[config.mk]
export PLATFORM = sky130hd
export DESIGN_NAME = ifetch_master
export DESIGN_NICKNAME = d
export VERILOG_FILES = /design/src/rtl/ifetch_master.sv
export SDC_FILE = /design/constraint.sdc
export NUM_CORES = 1
export LEC_CHECK = 0
export ABC_AREA = 0
export CAP_MARGIN = 25
export CORE_ASPECT_RATIO = 2
export CORE_MARGIN = 3
export CORE_UTILIZATION = 41
export DETAILED_ROUTE_END_ITERATION = 8
export SLEW_MARGIN = 20
export SYNTH_ARGS = -nofsm -noshare
export SYNTH_HDL_FRONTEND = slang
export SYNTH_SLANG_ARGS = --single-unit
[constraint.sdc]
create_clock -name clk -period 5.63 [get_ports clk]
set_clock_uncertainty 0.15 [all_clocks]
set_input_delay 1.126 -clock clk [delete_from_list [all_inputs] [get_ports clk]]
set_output_delay 1.126 -clock clk [all_outputs]
set_load 0.01 [all_outputs]
[src/rtl/ifetch_master.sv]
// Instruction-fetch initiator: word reads from a read-only memory into a prefetch FIFO,
// valid/ready handoff to decode, redirect flush. Optional IFETCH_TIMEOUT_EN adds a fetch watchdog.
module ifetch_master #(
  parameter int unsigned             WORD_SIZE      = 32,
  parameter int unsigned             ADDRESS_SIZE   = 16,
  parameter int unsigned             FIFO_DEPTH     = 4,
  parameter logic [ADDRESS_SIZE-1:0] RESET_PC       = '0,
  parameter int unsigned             TIMEOUT_CYCLES = 16
) (
  input  logic                    clk,
  input  logic                    rst,
  output logic                    mem_enable,
  output logic [ADDRESS_SIZE-1:0] mem_address,
  input  logic [WORD_SIZE-1:0]    mem_data,
  input  logic                    mem_data_ready,
  input  logic                    redirect_valid,
  input  logic [ADDRESS_SIZE-1:0] redirect_pc,
  output logic                    instr_valid,
  input  logic                    instr_ready,
  output logic [WORD_SIZE-1:0]    instr,
  output logic [ADDRESS_SIZE-1:0] instr_pc,
  output logic                    fetch_error
);

  localparam int unsigned PtrW = $clog2(FIFO_DEPTH);
  localparam int unsigned CntW = $clog2(FIFO_DEPTH + 1);

  typedef enum logic [1:0] {StGap, StIdle, StFetch, StHalt} state_e;

  state_e                  state_q, state_d;
  logic [ADDRESS_SIZE-1:0] pc_q, pc_d;
  logic [PtrW-1:0]         wr_ptr_q, wr_ptr_d;
  logic [PtrW-1:0]         rd_ptr_q, rd_ptr_d;
  logic [CntW-1:0]         count_q, count_d;
  logic [WORD_SIZE-1:0]    data_q [FIFO_DEPTH];
  logic [ADDRESS_SIZE-1:0] addr_q [FIFO_DEPTH];

  logic full;
  logic push;
  logic pop;
  logic tmo_expire;

  assign full        = (count_q == CntW'(FIFO_DEPTH));
  assign instr_valid = (count_q != '0);
  assign instr       = data_q[rd_ptr_q];
  assign instr_pc    = addr_q[rd_ptr_q];
  assign mem_address = pc_q;

  // A redirect discards both the in-flight response and any pop in the same cycle.
  assign push = (state_q == StFetch) && mem_data_ready && !redirect_valid;
  assign pop  = instr_valid && instr_ready && !redirect_valid;

`ifdef IFETCH_TIMEOUT_EN
  localparam int unsigned TmoW = $clog2(TIMEOUT_CYCLES + 1);

  logic [TmoW-1:0] tmo_q, tmo_d;
  logic            err_q, err_d;

  assign tmo_expire  = (state_q == StFetch) && !mem_data_ready &&
                       (tmo_q == TmoW'(TIMEOUT_CYCLES - 1));
  assign fetch_error = err_q;

  always_comb begin
    tmo_d = '0;
    err_d = err_q;
    if (state_q == StFetch && !mem_data_ready && !tmo_expire) begin
      tmo_d = tmo_q + TmoW'(1);
    end
    if (tmo_expire) begin
      err_d = 1'b1;
    end
    if (redirect_valid) begin
      tmo_d = '0;
      err_d = 1'b0;
    end
  end

  always_ff @(posedge clk) begin
    if (rst) begin
      tmo_q <= '0;
      err_q <= 1'b0;
    end else begin
      tmo_q <= tmo_d;
      err_q <= err_d;
    end
  end
`else
  assign tmo_expire  = 1'b0;
  assign fetch_error = 1'b0;
`endif

  // Request FSM
  always_comb begin
    state_d    = state_q;
    pc_d       = pc_q;
    mem_enable = 1'b0;
    unique case (state_q)
      StGap: begin
        state_d = full ? StIdle : StFetch;
      end
      StIdle: begin
        if (!full) begin
          state_d = StFetch;
        end
      end
      StFetch: begin
        mem_enable = 1'b1;
        if (mem_data_ready) begin
          pc_d    = pc_q + ADDRESS_SIZE'(4);
          state_d = StGap;
        end else if (tmo_expire) begin
          state_d = StHalt;
        end
      end
      StHalt: begin
        state_d = StHalt;
      end
      default: begin
        state_d = StGap;
      end
    endcase
    if (redirect_valid) begin
      state_d = StGap;
      pc_d    = redirect_pc & ~ADDRESS_SIZE'(3);
    end
  end

  // Prefetch FIFO pointers
  always_comb begin
    wr_ptr_d = wr_ptr_q;
    rd_ptr_d = rd_ptr_q;
    count_d  = count_q;
    if (redirect_valid) begin
      wr_ptr_d = '0;
      rd_ptr_d = '0;
      count_d  = '0;
    end else begin
      if (push) begin
        wr_ptr_d = wr_ptr_q + PtrW'(1);
      end
      if (pop) begin
        rd_ptr_d = rd_ptr_q + PtrW'(1);
      end
      unique case ({push, pop})
        2'b10:   count_d = count_q + CntW'(1);
        2'b01:   count_d = count_q - CntW'(1);
        default: count_d = count_q;
      endcase
    end
  end

  always_ff @(posedge clk) begin
    if (rst) begin
      state_q  <= StGap;
      pc_q     <= RESET_PC;
      wr_ptr_q <= '0;
      rd_ptr_q <= '0;
      count_q  <= '0;
      for (int i = 0; i < FIFO_DEPTH; i++) begin
        data_q[i] <= '0;
        addr_q[i] <= '0;
      end
    end else begin
      state_q  <= state_d;
      pc_q     <= pc_d;
      wr_ptr_q <= wr_ptr_d;
      rd_ptr_q <= rd_ptr_d;
      count_q  <= count_d;
      if (push) begin
        data_q[wr_ptr_q] <= mem_data;
        addr_q[wr_ptr_q] <= pc_q;
      end
    end
  end

endmodule

Yosys cells after proc, flatten, opt, wreduce, memory -nomap -nowiden
Memories as Yosys holds them, arrays and structs flattened. A register that Yosys moved wholly into a read port is not among the register bits. Cells that the tools add are included.

Bits in writable memories: 192. Logic and storage cells: 61. Latch bits: 0. Bits in read-only memories: 0. Output and inout port bits: 67. Memories: 2. Flip-flop bits (word level): 25.

Order comparisons: 0. Shift-type cells: 0. Div/mod/pow operators: 0. Add/sub/neg operators: 5. Mux-type cells: 24. Multipliers: 0. Equality and inequality tests: 8. Bitwise gates (word level): 0. Reductions and logical operators: 16.

Memories: data_q (depth 4, width 32, rd ports 1, clocked after Yosys merged registers in 1, wr ports 4, RTL line 35) `logic [WORD_SIZE-1:0] data_q [FIFO_DEPTH];`; addr_q (depth 4, width 16, rd ports 1, clocked after Yosys merged registers in 1, wr ports 4, RTL line 36) `logic [ADDRESS_SIZE-1:0] addr_q [FIFO_DEPTH];`.

Operators by type and width (number): $mux W16 (4); $mux W32 (1); $reduce_or A32 Y1 (1); $mux W2 (9); $add A16 B3 Y16 const B (1); $reduce_or A16 Y1 (1); $mux W1 (8); $pmux W2 S4 (1); $eq A2 B2 Y1 const B (3); $pmux W3 S2 (1); $reduce_and A2 Y1 (3); $reduce_bool A2 Y1 (3); $add A2 B1 Y2 const B (2); $eq A2 B1 Y1 const B (2); $logic_and A1 B1 Y1 (4); $ne A2 B2 Y1 const B (2); $add A3 B1 Y3 const B (1); $eq A3 B3 Y1 const B (1); $reduce_bool A3 Y1 (1); $sub A3 B1 Y3 const B (1); $logic_not A2 Y1 (1); $reduce_or A2 Y1 (1); $logic_not A1 Y1 (1).

Longest topological paths before layout
Gate-level depths: netlist of run 1.

Word-level depth: 8. Gate-level depth with buffers: 9. Gate-level depth less buffers: 9.

Worst setup path after synthesis of run 1
No wires, ideal clock.

Path kind: input port to flip-flop. Start: in mem_data_ready. End: mem addr_q[1][10] (enable). Setup time: 0.518 ns. Stages on the path: 4. Path buffers: 0. Slack: 0.024 ns. Required time: 4.962 ns. Arrival: 4.938 ns. Cell sequence: nand3b_2 > nor2_1 > inv_1 > o31ai_1.

RTL lines: start: declaration (RTL line 15) `input logic mem_data_ready,`; end: declaration (RTL line 36).

==> metrics.csv, run 1 <==
stage,metric,value,unit
logic_synthesis,most frequent cells after synthesis,"edfxtp_1, and2_1, mux4_2",
global_route,Total GRT Usage,16.9,%
job,max_cap viols,0,
global_route,vias in the first global route,5696,
drt,drt total wl,20400,um
logic_synthesis,number of synthesized flops with an enable pin,184,
timing,fmax,252,MHz
cells_and_area,share of layout cells above drive strength 1,13.7,%
cells_and_area,nets,767,
logic_synthesis,Most used DFF post-synth,edfxtp_1,
global_route,initial antenna violation count,0,
clock_network,hold buffers post-CTS,0,
pwr,Max IR drop VDD,207,uV
run_status,status,"finished, final reports clean",
drt,DRT antenna net count,0,
worst_setup_path,CP Max Fanout,31,
logic_synthesis,Post-Synth Simple-Gate Area,16.9,%
logic_synthesis,top-count cell post-synth,edfxtp_1,
pwr,pwr dens,285,mW/mm2
floorplanning,die height,218,um
logic_synthesis,Yosys reg bits,209,
drt,vias,5269,
timing,TNS Setup,0,ns
place,dpl hpwl,12600,um
pwr,sequential power share,55.0,%
timing,RSZ-0062 raised after global routing,no,
logic_synthesis,Adder-Cell Fraction of Synth Area,0.489,%
logic_synthesis,largest area contributor in the netlist,edfxtp_1,
clock_network,"Gates resized, CTS repair",0,
logic_synthesis,XOR/XNOR Fraction of Synth Area,1.43,%
floorplanning,initial core utilization,41.6,%
timing,hold violation total from the final report,0,
clock_network,# Post-CTS Setup Buffers,0,
pwr,Comb pwr share,6.2,%
worst_setup_path,r2r worst-path depth,5,
global_route,Overflow after GRT,0,
logic_synthesis,Synth async-reset ratio,0,%
clock_network,# clock sinks,209,
pwr,NetSw,0.659,mW
worst_setup_path,worst path cell trace,buf_4 -> mux4_2 -> clkdlybuf4s50_1,
timing,Final setup viols,0,
timing,Final Slew Violations,0,
worst_setup_path,critical path arrival,2.70,ns
cells_and_area,storage element area,0.00603,mm2
worst_setup_path,Setup CP Type,reg -> out,
pwr,Net Sw Frac,20.5,%
floorplanning,cell row count,77,
drt,Iter 0 DRT Violations,216,
floorplanning,die area,0.0244,mm2
worst_hold_path,min-delay src,rd_ptr_q[1],
pwr,Clock power frac,38.7,%
logic_synthesis,Unique masters post-synth,47,
logic_synthesis,Post-Synthesis Cells,602,
clock_network,Worst-path clk slew,0.06,ns
drt,wire length per cell,20.4,um
logic_synthesis,Area contributors post-synth,"edfxtp_1, and2_1, mux4_2",
logic_synthesis,Synth top area share,59.9,%
cells_and_area,Filler cells,1931,
logic_synthesis,largest family of logic cells by synthesized area,simple AND/OR/NAND/NOR gates,
timing,Final Cycle Share,70.6,%
place,RD Place Congestion,0.754,
timing,Hold WS,0.367,ns
cells_and_area,area of the multi-input gates,0.00303,mm2
clock_network,CTS buffer count,19,
worst_hold_path,Hold Crit Class,reg -> reg,
place,Buffers on Ports,112,
logic_synthesis,compound-gate portion of the synthesized area,1.97,%
logic_synthesis,Syn Area/Cell,15.3,um2
worst_setup_path,crit-path max cell delay,0.89,ns
worst_hold_path,WHS Path Cells,2,
worst_setup_path,reg2reg setup slack,2.83,ns
clock_network,TritonCTS clock tree,yes,
logic_synthesis,Yosys warning count,0,
clock_network,H-tree depth reported by CTS,1,
timing,Period minus WS final,3.98,ns
timing,Max-slew headroom,42.8,%
drt,drt first pass iters,4,
cells_and_area,Layout area overhead,22.3,%
logic_synthesis,register area share after synthesis,65.4,%
worst_setup_path,CP endpoint kind,primary output,
timing,worst slew pin tran,0.858,ns
pwr,Power Internal,2.55,mW
worst_setup_path,RR Startpoint,state_q[1],
clock_network,Bufs on Longest Clock Path,3,
global_route,largest net degree at the start of global routing,47,
drt,Via density,5.27,
worst_setup_path,WP data required,4.35,ns
clock_network,Worst-Skew Late Latency,0.47,ns
floorplanning,Die X,112,um
worst_setup_path,CP max stage cell,dfxtp_2,
cells_and_area,ANT cells,0,
floorplanning,Placeable Area,0.0222,mm2
worst_setup_path,RR Endpoint,data_q[0][26],
global_route,global-route wire length before repair,31600,um
drt,Remaining DRCs,0,
logic_synthesis,mapped cell area,0.00922,mm2
floorplanning,IO Count,120,
logic_synthesis,mux cell area share after synthesis,11.2,%
worst_setup_path,startpoint types,flop,
clock_network,Clock Tree Root,clkbuf_16,
pwr,P_leak,3.91,nW
==> worst max-delay path by stage <==
stage | from | to | slack, ns | depth (start not counted)
finish | flop | instr_pc[12] | 1.65 | 3
global route | flop | instr_pc[12] | 1.52 | 3
CTS | flop | instr_pc[12] | 1.55 | 3
detailed placement | rst | data_q[0][29] | 1.22 | 6
global placement | rst | data_q[0][30] | 1.30 | 6
floorplan | mem_data_ready | addr_q[1][10] | 0.02 | 4
==> power by group through the flow <==
stage / registers [mW] / logic (mW) / clock network (mW)
final: 1.77 / 0.201 / 1.24
after global routing: 1.78 / 0.216 / 1.33
after CTS: 1.77 / 0.204 / 1.28
after detailed placement: 1.80 / 0.204 / 0
after global placement: 1.80 / 0.201 / 0
after floorplan: 1.80 / 0.0860 / 0
==> stage by stage <==
step           total power [mW]  utilization (%)  worst slack, ns  area (um2)  cells
2_1_floorplan              1.88                -           0.0240        9230    606
4_1_cts                    3.26             50.8             1.55       11300    998
3_3_place_gp               2.00             48.0             1.30       10600    964
3_5_place_dp               2.01             48.1             1.22       10700    965
5_1_grt                    3.32             50.9             1.52       11300    999
6_report                   3.21             50.9             1.65       11300    999
==> flip-flops by register name, summed over array words and instances (netlist names), named ones only <==
| signal | cells |
|---|---|
| mem_address | 14 |
| count_q | 3 |
| data_q | 128 |
| state_q | 2 |
| rd_ptr_q | 2 |
| addr_q | 56 |
| wr_ptr_q | 2 |
==> layer usage <==
metal	routed length, um	vias up	share of wire, %	GRT usage [%]
li1	-	2427	-	-
met1	7320	2675	36	18.5
met2	11700	130	57	32.7
met3	829	37	4.1	2.17
met4	590	0	2.9	5.94
met5	0	-	0	0
==> cell families after synthesis <==
group | after synthesis
XOR/XNOR | 15
multiplexers | 46
other | 1
buffers and inverters | 51
adder cells (fa/ha/maj) | 3
flip-flops | 209
AO/OA/AOI/OAI | 27
AND/OR/NAND/NOR | 250
==> layout by cell type (no fill, tap or decap), types with 6 or more instances in the layout <==
| cell type | instances |
|---|---|
| xnor2_1 | 10 |
| edfxtp_1 | 184 |
| buf_4 | 11 |
| clkbuf_16 | 19 |
| dfxtp_1 | 23 |
| a21oi_1 | 6 |
| nor2_1 | 19 |
| mux4_2 | 46 |
| inv_1 | 9 |
| and2_1 | 177 |
| nor4_1 | 11 |
| a211oi_1 | 7 |
| nand2_1 | 11 |
| clkdlybuf4s50_1 | 112 |
==> final cells by class <==
cell class	instances	area share [%]
flip-flops and latches	209	53.5
multi-input cells	346	26.8
repair buffers	125	11.0
clock buffers	23	4.35
well taps	276	3.06
clock inverters	10	0.921
inverters	10	0.333
==> critical path: cells and delay by family, from the launching register on <==
| kind | cells | cell delay, ns |
|---|---|---|
| flip-flops | 1 | 0.89 |
| buffers and inverters | 2 | 0.97 |
| multiplexers | 1 | 0.34 |
Power figures use the tool's default switching activity.
==> run 2: changes to the inputs <==
Clock period 5.63 ns to 3.65 ns, I/O delays scaled along.
==> run 2 against run 1 <==
Sequential share of layout area is 0.74 points lower. Via count grew 0.42%. Critical path depth unchanged. Clock power is 66% higher. Design area up 1.4%. Non-clock buffer count is 3 higher. Sequential power increased by 54%. First-iteration DRC count is 14% higher. Setup slack got worse by 1.4 ns. Global-route usage grew 0.39 points. Largest cell class unchanged. Largest power group unchanged.
==> metrics.csv, run 2 (synthesis gave the netlist of run 1 again) <==
stage,metric,value,unit,change
drt,drt first pass iters,4,,unchanged
drt,wire length per cell,20.7,um,was 20.4 um
pwr,P_leak,3.96,nW,was 3.91 nW
drt,DRT antenna net count,0,,unchanged
floorplanning,die height,218,um,unchanged
drt,vias,5291,,"was 5,269"
global_route,Overflow after GRT,0,,unchanged
pwr,Overall Power,5.10,mW,was 3.21 mW
place,dpl cells,969,,was 965
place,Post-Place Setup Slack,0.446,ns,was 1.22 ns
cells_and_area,Largest Register,data_q,,unchanged
global_route,Total GRT Usage,17.2,%,was 16.9%
clock_network,Worst-path clk slew,0.06,ns,about the same
timing,Max-slew headroom,63.9,%,was 42.8%
worst_setup_path,WP data required,2.77,ns,was 4.35 ns
cells_and_area,Layout Utilization,51.6,%,was 50.9%
place,Placed Area,0.0108,mm2,was 0.0107 mm2
timing,hold violation total from the final report,0,,unchanged
place,dpl hpwl,12600,um,about the same
worst_setup_path,critical path arrival,2.53,ns,was 2.70 ns
clock_network,CTS buffer count,20,,was 19
worst_setup_path,CP Max Fanout,17,,was 31
cells_and_area,Layout area overhead,24.0,%,was 22.3%
floorplanning,initial core utilization,41.6,%,unchanged
cells_and_area,nets,771,,was 767
timing,worst slew pin tran,0.541,ns,was 0.858 ns
drt,Via density,5.27,,about the same
clock_network,Bufs on Longest Clock Path,3,,unchanged
worst_setup_path,startpoint types,flop,,unchanged
clock_network,# clock sinks,209,,unchanged
clock_network,hold buffers post-CTS,0,,unchanged
timing,Period minus WS final,3.41,ns,
worst_hold_path,Hold Crit Class,reg -> reg,,unchanged
global_route,vias in the first global route,5900,,"was 5,696"
timing,post-route setup slack,0.243,ns,was 1.65 ns
timing,Final setup viols,0,,unchanged
timing,Final Cycle Share,93.3,%,
cells_and_area,Filler cells,1938,,"was 1,931"
pwr,Max IR drop VDD,296,uV,was 207 uV
floorplanning,IO Count,120,,unchanged
drt,drt total wl,20800,um,"was 20,400 um"
cells_and_area,area of the multi-input gates,0.00303,mm2,unchanged
cells_and_area,Final Instance Area,0.0114,mm2,was 0.0113 mm2
clock_network,Worst-Skew Late Latency,0.48,ns,was 0.47 ns
floorplanning,Placeable Area,0.0222,mm2,unchanged
cells_and_area,share of layout cells above drive strength 1,14.3,%,was 13.7%
place,RD Place Congestion,0.756,,was 0.754
clock_network,# Post-CTS Setup Buffers,0,,unchanged
global_route,global-route wire length before repair,32500,um,"was 31,600 um"
cells_and_area,storage element area,0.00603,mm2,unchanged
cells_and_area,post-route insts no fill,1004,,was 999
pwr,pwr dens,447,mW/mm2,was 285 mW/mm2
worst_setup_path,RR Startpoint,state_q[0],,was state_q[1]
clock_network,Clock Tree Root,clkbuf_16,,unchanged
cells_and_area,max reg flops,128,,unchanged
floorplanning,die area,0.0244,mm2,unchanged
timing,TNS Setup,0,ns,unchanged
place,Buffers on Ports,112,,unchanged
clock_network,H-tree depth reported by CTS,1,,unchanged
worst_setup_path,Setup CP Type,reg -> out,,unchanged
job,max_cap viols,0,,unchanged
run_status,status,"finished, final reports clean",,unchanged
timing,fmax,294,MHz,
floorplanning,Die X,112,um,unchanged
cells_and_area,"most common cell after layout, fill and taps aside",edfxtp_1,,unchanged
timing,RSZ-0062 raised after global routing,no,,unchanged
cells_and_area,most frequent cells in the layout,"edfxtp_1, and2_1, clkdlybuf4s50_1",,unchanged
global_route,largest net degree at the start of global routing,47,,unchanged
clock_network,"Gates resized, CTS repair",0,,unchanged
drt,Iter 0 DRT Violations,246,,was 216
clock_network,TritonCTS clock tree,yes,,unchanged
drt,Remaining DRCs,0,,unchanged
timing,Hold WS,0.366,ns,was 0.367 ns
floorplanning,cell row count,77,,unchanged
worst_hold_path,min-delay src,rd_ptr_q[1],,unchanged
worst_setup_path,CP endpoint kind,primary output,,unchanged
global_route,initial antenna violation count,1,,was 0
timing,Final Slew Violations,0,,unchanged
[run 2: area by class of cell]
cell class | instances | area share [%]
multi-input cells | 346 | 26.5
clock buffers | 23 | 4.66
flip-flops and latches | 209 | 52.8
inverters | 10 | 0.328
well taps | 276 | 3.02
diodes | 1 | 0.0219
clock inverters | 11 | 1.01
repair buffers | 128 | 11.7
[run 2: per-layer routing]
| metal | global-route usage [%] | share of wire (%) | routed length [um] |
|---|---|---|---|
| met5 | 0 | 0 | 0 |
| met4 | 6.02 | 3.1 | 643 |
| met3 | 2.28 | 3.6 | 753 |
| met2 | 32.8 | 56 | 11600 |
| met1 | 19.6 | 38 | 7820 |
[run 2: power breakdown]
group | total [mW] | switching (mW) | internal, mW
registers | 2.73 | 0.0487 | 2.68
clock network | 2.06 | 0.865 | 1.19
logic | 0.319 | 0.155 | 0.164
total | 5.10 | 1.07 | 4.04
[run 2: worst paths after layout]
path	to	slack, ns	cells after the start
hold / removal	flop	0.37	2
setup reg to reg	count_q[2]	1.31	9
setup / recovery	instr_pc[9]	0.24	3
hold reg to reg	flop	0.37	2
[run 2: worst max-delay path, stage by stage (launching register included)]
cell and delay [ns]:
dfxtp_4 0.60, buf_4 0.36, mux4_2 0.58, clkdlybuf4s50_1 0.51
==> run 3: changes to the inputs <==
Settings changed: CORE_ASPECT_RATIO 2 to 1.2.
==> run 3 against run 2 <==
Worst hold slack got worse by 0.00091 ns. Combinational power is essentially flat. Via count is 0.38% higher. Clock-buffer cell count increased by 6. Clock power up 6%. Non-clock buffer count up 7. Global-route usage shrank 0.071 points. Sequential power barely moved. Die area shrank 0.42%. Highest routed layer unchanged.
==> metrics.csv, run 3 (synthesis gave the netlist of run 1 again) <==
stage,metric,value,unit,change
pwr,Max IR drop VDD,273,uV,was 296 uV
pwr,Comb pwr share,6.0,%,was 6.3%
global_route,global-route wire length before repair,32300,um,"was 32,500 um"
clock_network,Worst-Skew Late Latency,0.49,ns,was 0.48 ns
drt,met2 routed WL,11000,um,"was 11,600 um"
cells_and_area,Final Instance Area,0.0115,mm2,was 0.0114 mm2
timing,TNS Setup,0,ns,unchanged
worst_setup_path,startpoint types,flop,,unchanged
pwr,pwr dens,456,mW/mm2,was 447 mW/mm2
place,Placed Area,0.0108,mm2,about the same
cells_and_area,nets,780,,was 771
clock_network,hold buffers post-CTS,0,,unchanged
global_route,Total GRT Usage,17.2,%,about the same
drt,vias,5311,,"was 5,291"
worst_setup_path,worst path cell trace,buf_4 -> mux4_2 -> clkdlybuf4s50_1,,unchanged
floorplanning,initial core utilization,42.0,%,was 41.6%
timing,fmax,301,MHz,was 294 MHz
place,Buffers on Ports,112,,unchanged
worst_setup_path,WP data required,2.77,ns,about the same
drt,drt first pass iters,4,,unchanged
clock_network,Bufs on Longest Clock Path,3,,unchanged
drt,M1 WL,8160,um,was 7820 um
drt,Remaining DRCs,0,,unchanged
clock_network,Worst-path clk slew,0.06,ns,about the same
clock_network,TritonCTS clock tree,yes,,unchanged
pwr,Net Sw Frac,20.3,%,was 20.9%
timing,post-route setup slack,0.333,ns,was 0.243 ns
drt,Iter 0 DRT Violations,367,,was 246
pwr,P_leak,4.01,nW,was 3.96 nW
worst_setup_path,CP endpoint kind,primary output,,unchanged
timing,Period minus WS final,3.32,ns,was 3.41 ns
timing,Final Slew Violations,0,,unchanged
place,dpl hpwl,12600,um,about the same
timing,Final Cycle Share,90.9,%,was 93.3%
job,max_cap viols,0,,unchanged
place,Post-Place Setup Slack,0.433,ns,was 0.446 ns
timing,worst slew pin tran,0.524,ns,was 0.541 ns
drt,Via density,5.25,,was 5.27
timing,RSZ-0062 raised after global routing,no,,unchanged
clock_network,Clock Tree Root,clkbuf_16,,unchanged
clock_network,CTS buffer count,22,,was 20
timing,hold violation total from the final report,0,,unchanged
worst_setup_path,critical path arrival,2.44,ns,was 2.53 ns
cells_and_area,max reg flops,128,,unchanged
clock_network,"Gates resized, CTS repair",0,,unchanged
floorplanning,die height,170,um,was 218 um
drt,wire length per cell,20.3,um,was 20.7 um
floorplanning,Die X,143,um,was 112 um
floorplanning,cell row count,59,,was 77
cells_and_area,share of layout cells above drive strength 1,15.6,%,was 14.3%
global_route,Overflow after GRT,0,,unchanged
pwr,Clock power frac,41.8,%,was 40.3%
floorplanning,IO Count,120,,unchanged
global_route,initial antenna violation count,0,,was 1
clock_network,# clock sinks,209,,unchanged
cells_and_area,"most common cell after layout, fill and taps aside",edfxtp_1,,unchanged
drt,drt total wl,20500,um,"was 20,800 um"
cells_and_area,Filler cells,1797,,"was 1,938"
timing,Final setup viols,0,,unchanged
run_status,status,"finished, final reports clean",,unchanged
drt,routed wl met3,1040,um,was 753 um
global_route,largest net degree at the start of global routing,47,,unchanged
cells_and_area,ANT cells,0,,was 1
worst_hold_path,Hold Crit Class,reg -> reg,,unchanged
worst_setup_path,CP max stage cell,mux4_2,,was dfxtp_4
pwr,NetSw,1.06,mW,was 1.07 mW
floorplanning,Placeable Area,0.0219,mm2,was 0.0222 mm2
place,RD Place Congestion,0.786,,was 0.756
cells_and_area,Largest Register,data_q,,unchanged
timing,Max-slew headroom,65.0,%,was 63.9%
clock_network,# Post-CTS Setup Buffers,0,,unchanged
cells_and_area,most frequent cells in the layout,"edfxtp_1, and2_1, clkdlybuf4s50_1",,unchanged
pwr,Power Internal,4.17,mW,was 4.04 mW
floorplanning,die area,0.0243,mm2,was 0.0244 mm2
worst_setup_path,crit-path max cell delay,0.56,ns,was 0.60 ns
cells_and_area,Layout area overhead,24.6,%,was 24.0%
worst_setup_path,CP Max Fanout,14,,was 17
global_route,vias in the first global route,5799,,"was 5,900"
drt,DRT antenna net count,0,,unchanged
cells_and_area,Layout Utilization,52.4,%,was 51.6%
worst_setup_path,Setup CP Type,reg -> out,,unchanged
clock_network,H-tree depth reported by CTS,1,,unchanged
pwr,sequential power share,52.1,%,was 53.5%
drt,uppermost routed layer,met4,,unchanged
run 3: changes by cell type in the layout (fill, tap and decap cells not counted), sizes merged:
cell,change
clkbuf,+6
clkinv,-3
buf,+7
diode,-1
run 3: worst max-delay path, delay by kind of cell (launching register included):
| kind | cells | cell delay [ns] |
|---|---|---|
| buffers and inverters | 2 | 0.83 |
| DFF | 1 | 0.54 |
| muxes | 1 | 0.56 |
run 3: cell type report:
class	instances	area, um2	area share, %
flip-flops and latches	209	6030	52.5
multi-input cells	346	3030	26.3
repair buffers	135	1330	11.6
clock buffers	29	618	5.38
well taps	274	343	2.99
clock inverters	8	96.3	0.839
inverters	10	37.5	0.327
run 3: per-layer routing:
| layer | vias up | global-route usage (%) |
|---|---|---|
| met5 | - | 0 |
| met4 | 0 | 4.18 |
| met3 | 23 | 2.42 |
| met2 | 129 | 31.1 |
| met1 | 2704 | 21.7 |
| li1 | 2455 | - |
run 3: path summary, 6_finish.rpt:
kind	start	end	slack, ns	depth (start not counted)
hold reg to reg	count_q[2]	count_q[2]	0.37	2
setup reg to reg	state_q[0]	count_q[2]	1.29	9
setup / recovery	flop	instr_pc[2]	0.33	3
hold / removal	count_q[2]	count_q[2]	0.37	2
run 3: power by group through the flow:
stage	clock (mW)	combinational (mW)	sequential (mW)
floorplan	0	0.134	2.77
detailed placement	0	0.322	2.78
finish	2.19	0.316	2.73
global placement	0	0.320	2.78
global route	2.34	0.342	2.74
CTS	2.24	0.324	2.73
run 3: metrics by stage:
stage | power [mW] | std cells | hold WS (ns)
after floorplan | 2.90 | 606 | 0.312
after global placement | 3.10 | 974 | 0.332
after detailed placement | 3.11 | 974 | 0.349
after CTS | 5.30 | 1011 | 0.357
after global routing | 5.42 | 1011 | 0.391
final | 5.24 | 1011 | 0.365
